[src/rtl/rv_pkg.sv]
// Shared definitions between the EX controller and its functional units.
package rv_pkg;

  // Multiply operation select, driven by the EX controller.
  typedef enum logic [1:0] {
    MUL    = 2'b00,
    MULH   = 2'b01,
    MULHSU = 2'b10,
    MULHU  = 2'b11
  } mulctl_e;

  // EX result-source select.
  typedef enum logic [1:0] {
    IFURES_ALU = 2'b00,
    IFURES_MUL = 2'b01,
    IFURES_LSU = 2'b10,
    IFURES_CSR = 2'b11
  } ifuresctl_e;

  // Multiplier sequencer states.
  typedef enum logic [1:0] {
    MS_IDLE = 2'b00,
    MS_CALC = 2'b01,
    MS_DONE = 2'b10
  } mul_state_e;

endpackage

[src/rtl/mul_unit.sv]
// Iterative radix-2 shift-add multiplier for the EX stage.
//
// state | meaning
// IDLE  | waiting for start
// CALC  | XLEN shift-add steps, then one sign-fixup/writeback cycle
// DONE  | one-cycle result strobe; start here re-issues back-to-back
module mul_unit
  import rv_pkg::*;
#(
  parameter int XLEN = 32
) (
  input  logic            clk,
  input  logic            rst_n,
  input  logic            start,
  input  logic [1:0]      mulctl,
  input  logic [XLEN-1:0] rs1,
  input  logic [XLEN-1:0] rs2,
  input  logic            flush,
  output logic            busy,
  output logic            mulvalid,
  output logic [XLEN-1:0] mulres
);

  localparam int CW = $clog2(XLEN + 1);
  localparam logic [CW-1:0]     CNT_LAST = CW'(XLEN);
  localparam logic [XLEN-1:0]   ONE_X    = XLEN'(1);
  localparam logic [2*XLEN-1:0] ONE_2X   = (2 * XLEN)'(1);

  mul_state_e        state;
  mulctl_e           op;
  logic              neg;
  logic [XLEN-1:0]   mplier;
  logic [2*XLEN-1:0] mcand;
  logic [2*XLEN-1:0] acc;
  logic [CW-1:0]     cnt;

  logic              s1, s2;
  logic [XLEN-1:0]   mag1, mag2;
  logic [2*XLEN-1:0] acc_step;
  logic [2*XLEN-1:0] prod;
  logic [XLEN-1:0]   res;

  // Operand sign extraction and magnitudes; the most-negative value maps to 2^(XLEN-1) unsigned.
  always_comb begin
    s1 = 1'b0;
    s2 = 1'b0;
    unique case (mulctl)
      MUL, MULH: begin
        s1 = rs1[XLEN-1];
        s2 = rs2[XLEN-1];
      end
      MULHSU:  s1 = rs1[XLEN-1];
      default: ;
    endcase
    mag1 = s1 ? (~rs1 + ONE_X) : rs1;
    mag2 = s2 ? (~rs2 + ONE_X) : rs2;
  end

  // One shift-add step, plus the final sign fixup and word select.
  always_comb begin
    acc_step = mplier[0] ? (acc + mcand) : acc;
    prod     = neg ? (~acc + ONE_2X) : acc;
    res      = (op == MUL) ? prod[XLEN-1:0] : prod[2*XLEN-1:XLEN];
  end

  assign busy = (state == MS_CALC);

  // Sequencer and datapath registers; flush and reset both drop the operation silently.
  always_ff @(posedge clk) begin
    if (!rst_n) begin
      state    <= MS_IDLE;
      op       <= MUL;
      neg      <= 1'b0;
      mplier   <= '0;
      mcand    <= '0;
      acc      <= '0;
      cnt      <= '0;
      mulvalid <= 1'b0;
      mulres   <= '0;
    end else begin
      mulvalid <= 1'b0;
      if (flush) begin
        state <= MS_IDLE;
      end else begin
        unique case (state)
          MS_IDLE, MS_DONE: begin
            if (start) begin
              op     <= mulctl_e'(mulctl);
              neg    <= s1 ^ s2;
              mcand  <= {{XLEN{1'b0}}, mag1};
              mplier <= mag2;
              acc    <= '0;
              cnt    <= '0;
              state  <= MS_CALC;
            end else begin
              state <= MS_IDLE;
            end
          end
          MS_CALC: begin
            if (cnt == CNT_LAST) begin
              acc      <= prod;
              mulres   <= res;
              mulvalid <= 1'b1;
              state    <= MS_DONE;
            end else begin
              acc    <= acc_step;
              mcand  <= mcand << 1;
              mplier <= mplier >> 1;
              cnt    <= cnt + 1'b1;
            end
          end
          default: state <= MS_IDLE;
        endcase
      end
    end
  end

endmodule

[config.mk]
export PLATFORM = sky130hd
export DESIGN_NAME = mul_unit
export DESIGN_NICKNAME = d
export VERILOG_FILES = /design/src/rtl/rv_pkg.sv /design/src/rtl/mul_unit.sv
export SDC_FILE = /design/constraint.sdc
export NUM_CORES = 1
export LEC_CHECK = 0
export BUFFER_PORTS_ARGS = -buffer_cell sky130_fd_sc_hd__clkbuf_2
export CAP_MARGIN = 5
export CORE_MARGIN = 5
export CORE_UTILIZATION = 42
export CTS_CLUSTER_DIAMETER = 120
export DETAILED_ROUTE_END_ITERATION = 8
export PLACE_DENSITY = 0.64
export SYNTH_ARGS = -nofsm -noshare
export SYNTH_HDL_FRONTEND = slang
export SYNTH_SLANG_ARGS = --single-unit
export TNS_END_PERCENT = 50
[constraint.sdc]
create_clock -name clk -period 4.4 [get_ports clk]
set_clock_uncertainty 0.15 [all_clocks]
set_input_delay 0.66 -clock clk [delete_from_list [all_inputs] [get_ports clk]]
set_output_delay 0.66 -clock clk [all_outputs]
set_load 0.05 [all_outputs]
* Word-level counts from Yosys, hierarchy flattened
Cells that the tools add are included.
** Cells by class
- Muxes and demuxes :: 23
- Equal/unequal tests :: 9
- Reduce and logical (&&, ||, !) cells :: 13
- Bitwise gates (word level) :: 7
- Add/subtract/negate cells :: 5
** Operators with widths (count)
- 64-bit 2-to-1 mux :: 6
- 64-bit one-hot mux with 2 select lines :: 2
- 32-bit 2-to-1 mux :: 5
- 32-bit by 1-bit adder with 32-bit output (second input constant) :: 2
- 64-bit by 1-bit adder with 64-bit output (second input constant) :: 1
- 64-bit adder :: 1
- 32-bit inverter :: 2
- 64-bit inverter :: 1
- 32-bit one-hot mux with 2 select lines :: 1
- 6-bit 2-to-1 mux :: 2
- 6-bit one-hot mux with 2 select lines :: 1
- 4-bit AND reduction :: 2
- 6-bit by 1-bit adder with 6-bit output (second input constant) :: 1
- 6-bit == test (second input constant) :: 1
- 2-bit logical NOT :: 3
- 3-bit AND reduction :: 2
- 2-bit OR reduction :: 3
- 3-bit OR reduction :: 2
- 2-bit by 1-bit == test with 1-bit output (second input constant) :: 2
- 2-bit == test (second input constant) :: 2
- 1-bit 2-to-1 mux :: 4
- 2-bit inequality test (second input constant) :: 2
- 2-bit one-hot mux with 2 select lines :: 1
- 3-bit by 1-bit inequality test with 1-bit output (second input constant) :: 1
- other kinds (5) :: 7
** Word-level totals
- Register bits after elaboration :: 204
- Output and inout port bits :: 34
- Input bits :: 70

* Logic depth before layout (Yosys ltp)
Gate-level depths: netlist of the first run.
- Depth in word-level cells :: 6
- Gate-level depth with buffers :: 13
- Depth with buffers taken out :: 13

* Least setup slack after synthesis of the first run
Ideal clock, no wire load.
- Path type :: reg-to-reg
- From :: reg acc[0]
- To :: reg acc[60]
- Arrival :: 3030 ps
- Slack :: 1087 ps
- Cell stages (with the launch flop) :: 14
- Cells stage by stage :: dfxtp_1 -> ha_1 -> inv_1 -> fa_1 -> nor2b_1 -> o311a_1 -> o21ai_0 -> a2111oi_0 -> o31ai_1 -> a2111oi_0 -> nor3_1 -> o21ai_0 -> xnor2_1 -> o22ai_1
** Between the ends
- Longest elaborated chain between the ends :: 5
- Elaborated cells on any way between the ends :: 7
** Ends and longest elaborated chain
- from (decl) :: RTL line mul_unit.sv:34 : logic [2*XLEN-1:0] acc;
- from (signal assigned) :: RTL line mul_unit.sv:101 : acc <= prod;
- from (signal assigned) :: RTL line mul_unit.sv:106 : acc <= acc_step;
- 64-bit inverter :: RTL line mul_unit.sv:62 : prod = neg ? (~acc + ONE_2X) : acc;
- 64-bit by 1-bit adder with 64-bit output :: RTL line mul_unit.sv:62
- 64-bit 2-to-1 mux :: RTL line mul_unit.sv:62
- 64-bit 2-to-1 mux * :: RTL line mul_unit.sv:100 : if (cnt == CNT_LAST) begin
- 64-bit one-hot mux with 2 select lines * :: RTL line mul_unit.sv:85 : unique case (state)
Every way passes the cells marked *; elsewhere a longest branch is shown, timed or not. The select of a mux whose other input is x is not followed.
A chain may end at the register's enable or synchronous reset.

* Worst setup path in the final report of the first run
Same ends and word-level chain as after synthesis.

==> impl_metrics.toml, run 1 <==
[run_status]
status = "finished, final reports clean"

[critical_path]
cp-end-kind = "flop"
reg2reg_depth = 15
startpoint_type = "flop"
cp_data_arrival_time_ps = 4190
worstSetupPathType = "reg2reg"
startpoint = "acc[0]"
worst_r2r_startpoint = "acc[0]"
timing.rr.end = "acc[60]"
rrSetupSlack_ps = 460
crit_required_ps = 4640
worstSetupEndpoint = "acc[60]"
crit_path_max_fanout = 5

[detailed_routing]
drt-wirelength-per-cell_um = 20.6
antenna_left = 0
drt_iter0_markers = 1263
wl_um = 52800
vias = 15670
drc_errors = 0
viasPerCell = 6.11
drt-pass1-iter-count = 5

[yosys]
async_flop_share_pct = 0
synth_cells = 2057
yosys.area.top_type = "dfxtp_1"
yosys-top-cells-area = "dfxtp_1, a21oi_1, nor2_1"
synth_area_um2 = 14900
ys_ff_latch = 204
synth_edf_count = 0
synth_top_area_share_pct = 27.4
yosysSeqAreaShare_pct = 27.4
synth-main-ff-cell = "dfxtp_1"
yosys_warnings = 0
ys_types = 69
synthesis.nets = 2196
syn_area_per_cell_um2 = 7.25

[global_route]
antenna_found_initial = 0
grt_pass1_vias = 14439
grt_max_degree = 97
grt_pass1_wl_um = 82000
grt_overflow = 0
grt_use_total_pct = 25.8

[clocking]
numCtsBuffers = 24
clock_path_buffers = 3
clk_latency_ps = 540
clkSinkCount = 204
cts-resized-gates = 0
cts_root_buf = "clkbuf_16"
htree_levels = 1
post_cts_buffers = 0
clk_pin_slew_ps = 60
cts_tree = "done"
hold_buffers = 0

[placement]
placed_area_um2 = 15900
gp_congestion = 0.984
hpwl_um = 38900
port_buffers = 103

[power]
total_power_mw = 4.66
ir_drop_uv = 262
p_leak_nw = 6.84
power_per_cell_area_nw_per_um2 = 278

[sta]
tns_ps = 0
hold_viol = 0
whs_ps = 259
worstMarginPinSlew_ps = 927
rsz0062_at_grt = "no"
min_period_over_period_pct = 89.6
final-setup-viol-count = 0
period_minus_slack_ps = 3940
relSlewSlack_pct = 38.2
timing.final.max_slew_violations = 0
max_freq_ghz = 0.254

[final_layout]
drive_gt1_share_pct = 10.4
nFillCells = 3628
seq_area_um2 = 4090
postLayoutCellArea_um2 = 16700
antenna_cells = 0
final_util_pct = 47.4
area_delta_synth_final_pct = 12.2
multi_input_area_um2 = 10200
final_nets = 2231

[floorplanning]
start_util_pct = 42.3
core_um2 = 35300
rows = 69
die_x_um = 198
die_h_um = 198
ios = 104
die_area_um2 = 39400

[min_path]
hp-class = "in2reg"

[job]
maxCapViolCount = 0
-- critical path, cell delays in order, from the launching register on --
cell	delay, ps
dfxtp_1	390
ha_1	200
inv_1	60
fa_1	390
nor2b_1	180
o311a_1	190
o21ai_0	120
a2111oi_0	510
buf_4	210
o31ai_1	120
a2111oi_0	520
buf_4	200
nor3_1	70
o21ai_0	210
xnor2_1	150
o22ai_1	90
-- cell type report --
type                            instances  area share [%]
Timing Repair Buffer                  146            5.23
Sequential cell                       204            24.4
Multi-Input combinational cell       1677            61.1
Inverter                               39           0.904
Clock inverter                          5           0.471
Clock buffer                           34            4.48
Tap cell                              461            3.44
-- logic make-up after synthesis --
kind of cell,Yosys count,synth area share (%)
xor gates and xnor gates,174,10.2
DFF,204,27.4
and+or+nand+nor,731,22.3
muxes,4,0.268
buffers and inverters,176,4.43
AOI/OAI and AO/OA,699,29.6
adders and majority gates,69,5.84
-- per-layer routing --
| metal | part of all wire (%) | GRT usage [%] | up-vias |
|---|---|---|---|
| met1 | 44 | 35.0 | 7474 |
| met4 | 3.0 | 7.12 | 0 |
| met2 | 46 | 42.9 | 559 |
| met5 | 0 | 0 | - |
| met3 | 6.5 | 3.95 | 91 |
| li1 | - | - | 7546 |
-- metrics by stage --
step | cells | setup slack, ps
finish | 2566 | 458
global route | 2566 | 215
CTS | 2566 | 531
detailed placement | 2527 | 560
global placement | 2527 | 582
floorplan | 2057 | 1090
-- cells in the mapped netlist, types with 13 or more instances --
cell type	count
xor2_1	78
a21oi_1	234
nand2_1	225
clkbuf_1	135
nor3_1	47
dfxtp_1	204
a211oi_1	52
inv_1	39
or3_1	27
o31ai_1	33
nand4_1	33
o211ai_1	26
a31oi_1	16
ha_1	68
xnor2_1	96
a21o_1	41
or4_1	15
nand3_1	40
nor2_1	269
a22oi_1	52
o22ai_1	13
o41ai_1	13
o21bai_1	15
o21ai_0	133
-- state kept, by name, summed over array words and instances, names as in the netlist --
| name | count |
|---|---|
| state | 2 |
| cnt | 6 |
| mcand | 64 |
| mulvalid | 1 |
| neg | 1 |
| mulres | 32 |
| mplier | 32 |
| op | 2 |
| acc | 64 |
-- cell usage in the layout, fill, tap and decap left out, types with 41 or more instances in the layout --
| master | count |
|---|---|
| clkbuf_2 | 103 |
| xor2_1 | 78 |
| xnor2_1 | 96 |
| a21o_1 | 41 |
| ha_1 | 68 |
| a21oi_1 | 234 |
| o21ai_0 | 133 |
| dfxtp_1 | 203 |
| a211oi_1 | 52 |
| nor2_1 | 267 |
| nor3_1 | 46 |
| nand2_1 | 224 |
| a22oi_1 | 52 |
-- power by group --
group / switching [mW] / leakage, nW / internal [mW]
clock: 0.825 / 0.413 / 1.29
sequential: 0.0546 / 1.65 / 1.89
combinational: 0.392 / 4.78 / 0.201
-- worst min-delay path by stage --
stage | from | end | slack [ps] | cells after the start
after global placement | mulres[4] | mulres[4] | 290 | 2
final | rs2[31] | mplier[31] | 260 | 3
after detailed placement | mplier[2] | mplier[2] | 300 | 2
after global routing | rs2[31] | mplier[31] | 300 | 3
after floorplan | mplier[2] | mplier[2] | 290 | 2
after CTS | rs2[31] | mplier[31] | 250 | 3
Note: power is estimated with default switching activity, not from simulation.
==> run 2: changes to the inputs <==
--- a/config.mk
+++ b/config.mk
@@ -8,10 +8,10 @@
 export BUFFER_PORTS_ARGS = -buffer_cell sky130_fd_sc_hd__clkbuf_2
 export CAP_MARGIN = 5
 export CORE_MARGIN = 5
-export CORE_UTILIZATION = 42
+export CORE_UTILIZATION = 25
 export CTS_CLUSTER_DIAMETER = 120
 export DETAILED_ROUTE_END_ITERATION = 8
-export PLACE_DENSITY = 0.64
+export PLACE_DENSITY = 0.45
 export SYNTH_ARGS = -nofsm -noshare
 export SYNTH_HDL_FRONTEND = slang
 export SYNTH_SLANG_ARGS = --single-unit
==> run 2 against run 1 <==
Fmax shrank 1.9%. Combinational power grew 2%. Global-route usage shrank 8.5 points. Clock power grew 3%.
==> impl_metrics.toml, run 2 (synthesis gave the netlist of run 1 again) <==
[run_status]
status = "finished, final reports clean"

[power]
total_power_mw = 4.74
clkPwrFrac_pct = 46.1
sw_frac_of_total_pct = 28.7
p_leak_nw = 6.83
ir_drop_uv = 228
p_seq_share_pct = 41.2
p_int_mw = 3.38
p_switching_mw = 1.36
power.share.combinational_pct = 12.7
power_per_cell_area_nw_per_um2 = 276

[final_layout]
final_util_pct = 29.0
instances_no_fill = 2881
area_delta_synth_final_pct = 14.9
postLayoutCellArea_um2 = 17100
drive_gt1_share_pct = 10.4
final_cell_mix = "nor2_1, a21oi_1, nand2_1, dfxtp_1, o21ai_0"
final_nets = 2228
final_common_cell = "nor2_1"
top_regs = "acc: 64 flops, mcand: 64 flops"

[critical_path]
max_stage_delay_ps = 620
cp_top_family = "compound AO/OA/AOI/OAI gates"
reg2reg_depth = 15
worst_r2r_startpoint = "acc[0]"
cp_cell_sequence = "ha_1, inv_1, fa_1, nor2b_1, o311a_1, o21ai_0, a2111oi_0, buf_4, o31ai_1, a2111oi_0, buf_4, nor3_1, o21ai_0, xnor2_1, o22ai_1"
startpoint_type = "flop"
cp-end-kind = "flop"
cp_data_arrival_time_ps = 4270
worstSetupPathType = "reg2reg"
slowest_stage = "a2111oi_0"
crit_path_max_fanout = 5
crit_required_ps = 4650
startpoint = "acc[0]"
crit_cells = 15
critPathBufInv = 3

[sta]
hold_viol = 0
max_freq_ghz = 0.249
worstMarginPinSlew_ps = 1140
relSlewSlack_pct = 23.9
whs_ps = 238
final-setup-viol-count = 0
rsz0062_at_grt = "no"
fin_ws_ps = 380
period_minus_slack_ps = 4020
timing.final.max_slew_violations = 0
min_period_over_period_pct = 91.4
tns_ps = 0

[clocking]
htree_levels = 1
numCtsBuffers = 25
cts_root_buf = "clkbuf_16"
clkSinkCount = 204
clock_path_buffers = 3
clk_pin_slew_ps = 60
cts-resized-gates = 0
hold_buffers = 0
post_cts_buffers = 0
clk_latency_ps = 550
cts_tree = "done"

[global_route]
grt_pass1_wl_um = 89600
grt_overflow = 0
grt_pass1_vias = 14867
grt_max_degree = 139
antenna_found_initial = 1
grt_use_total_pct = 17.3

[detailed_routing]
drt-pass1-iter-count = 8
drt-wirelength-per-cell_um = 20.2
viasPerCell = 5.36
vias = 15446
dr.max_layer_used = "met4"
wl_met3_um = 2580
drt_iter0_markers = 1223
route.met2.wl_um = 26000
antenna_left = 0
drc_errors = 0
wl_um = 58100
wl_met1_um = 28200

[floorplanning]
ios = 104
die_x_um = 254
rows = 89
die_h_um = 254
start_util_pct = 25.3
die_area_um2 = 64700
core_um2 = 59000

[placement]
gp_congestion = 0.965
dp.cells = 2835
post-place-ws_ps = 548
port_buffers = 103
placed_area_um2 = 16300
hpwl_um = 43000

[job]
maxCapViolCount = 0

[min_path]
hp-start = "mulctl[0]"
hold_path_depth = 3
hp-class = "in2reg"
## run 2: cell types whose count changed in the layout (fill, tap and decap cells not counted), sizes merged
cell / change
diode: +1
clkinv: +5
buf: -4
bufinv: +1
clkinvlp: +2
clkbuf: -2
## run 2: layer usage
layer	vias to the layer above	global-route usage (%)
met4	0	3.90
met1	7416	25.1
met5	-	0
met2	436	27.9
met3	68	1.59
li1	7526	-
## run 2: path summary, 6_finish.rpt
| check | endpoint | slack, ps |
|---|---|---|
| setup / recovery | acc[60] | 380 |
| hold / removal | op[0] | 240 |
| setup reg to reg | acc[60] | 380 |
| hold reg to reg | mulres[4] | 300 |
## run 2: worst register-to-register path, stage by stage (launching register included)
cell and delay [ps]:
dfxtp_1 390, ha_1 190, inv_1 50, fa_1 390, nor2b_1 190, o311a_1 200
o21ai_0 160, a2111oi_0 620, buf_4 220, o31ai_1 120, a2111oi_0 490, buf_4 190
nor3_1 60, o21ai_0 220, xnor2_1 150, o22ai_1 90
## run 2: area by class of cell
type | count | area [µm²]
diodes | 1 | 2.50
clock buffers | 32 | 692
clock inverters | 13 | 149
fillers | 6537 | 41900
inverters | 39 | 151
multi-input cells | 1677 | 10200
flip-flops and latches | 204 | 4090
well taps | 773 | 967
repair buffers | 142 | 846
## run 2: power by group through the flow
stage	registers (mW)	clock network (mW)	logic, mW
2_1_floorplan	1.96	0	0.399
3_3_place_gp	1.99	0	0.598
3_5_place_dp	1.99	0	0.600
4_1_cts	1.95	2.24	0.603
5_1_grt	1.96	2.31	0.668
6_report	1.95	2.18	0.603
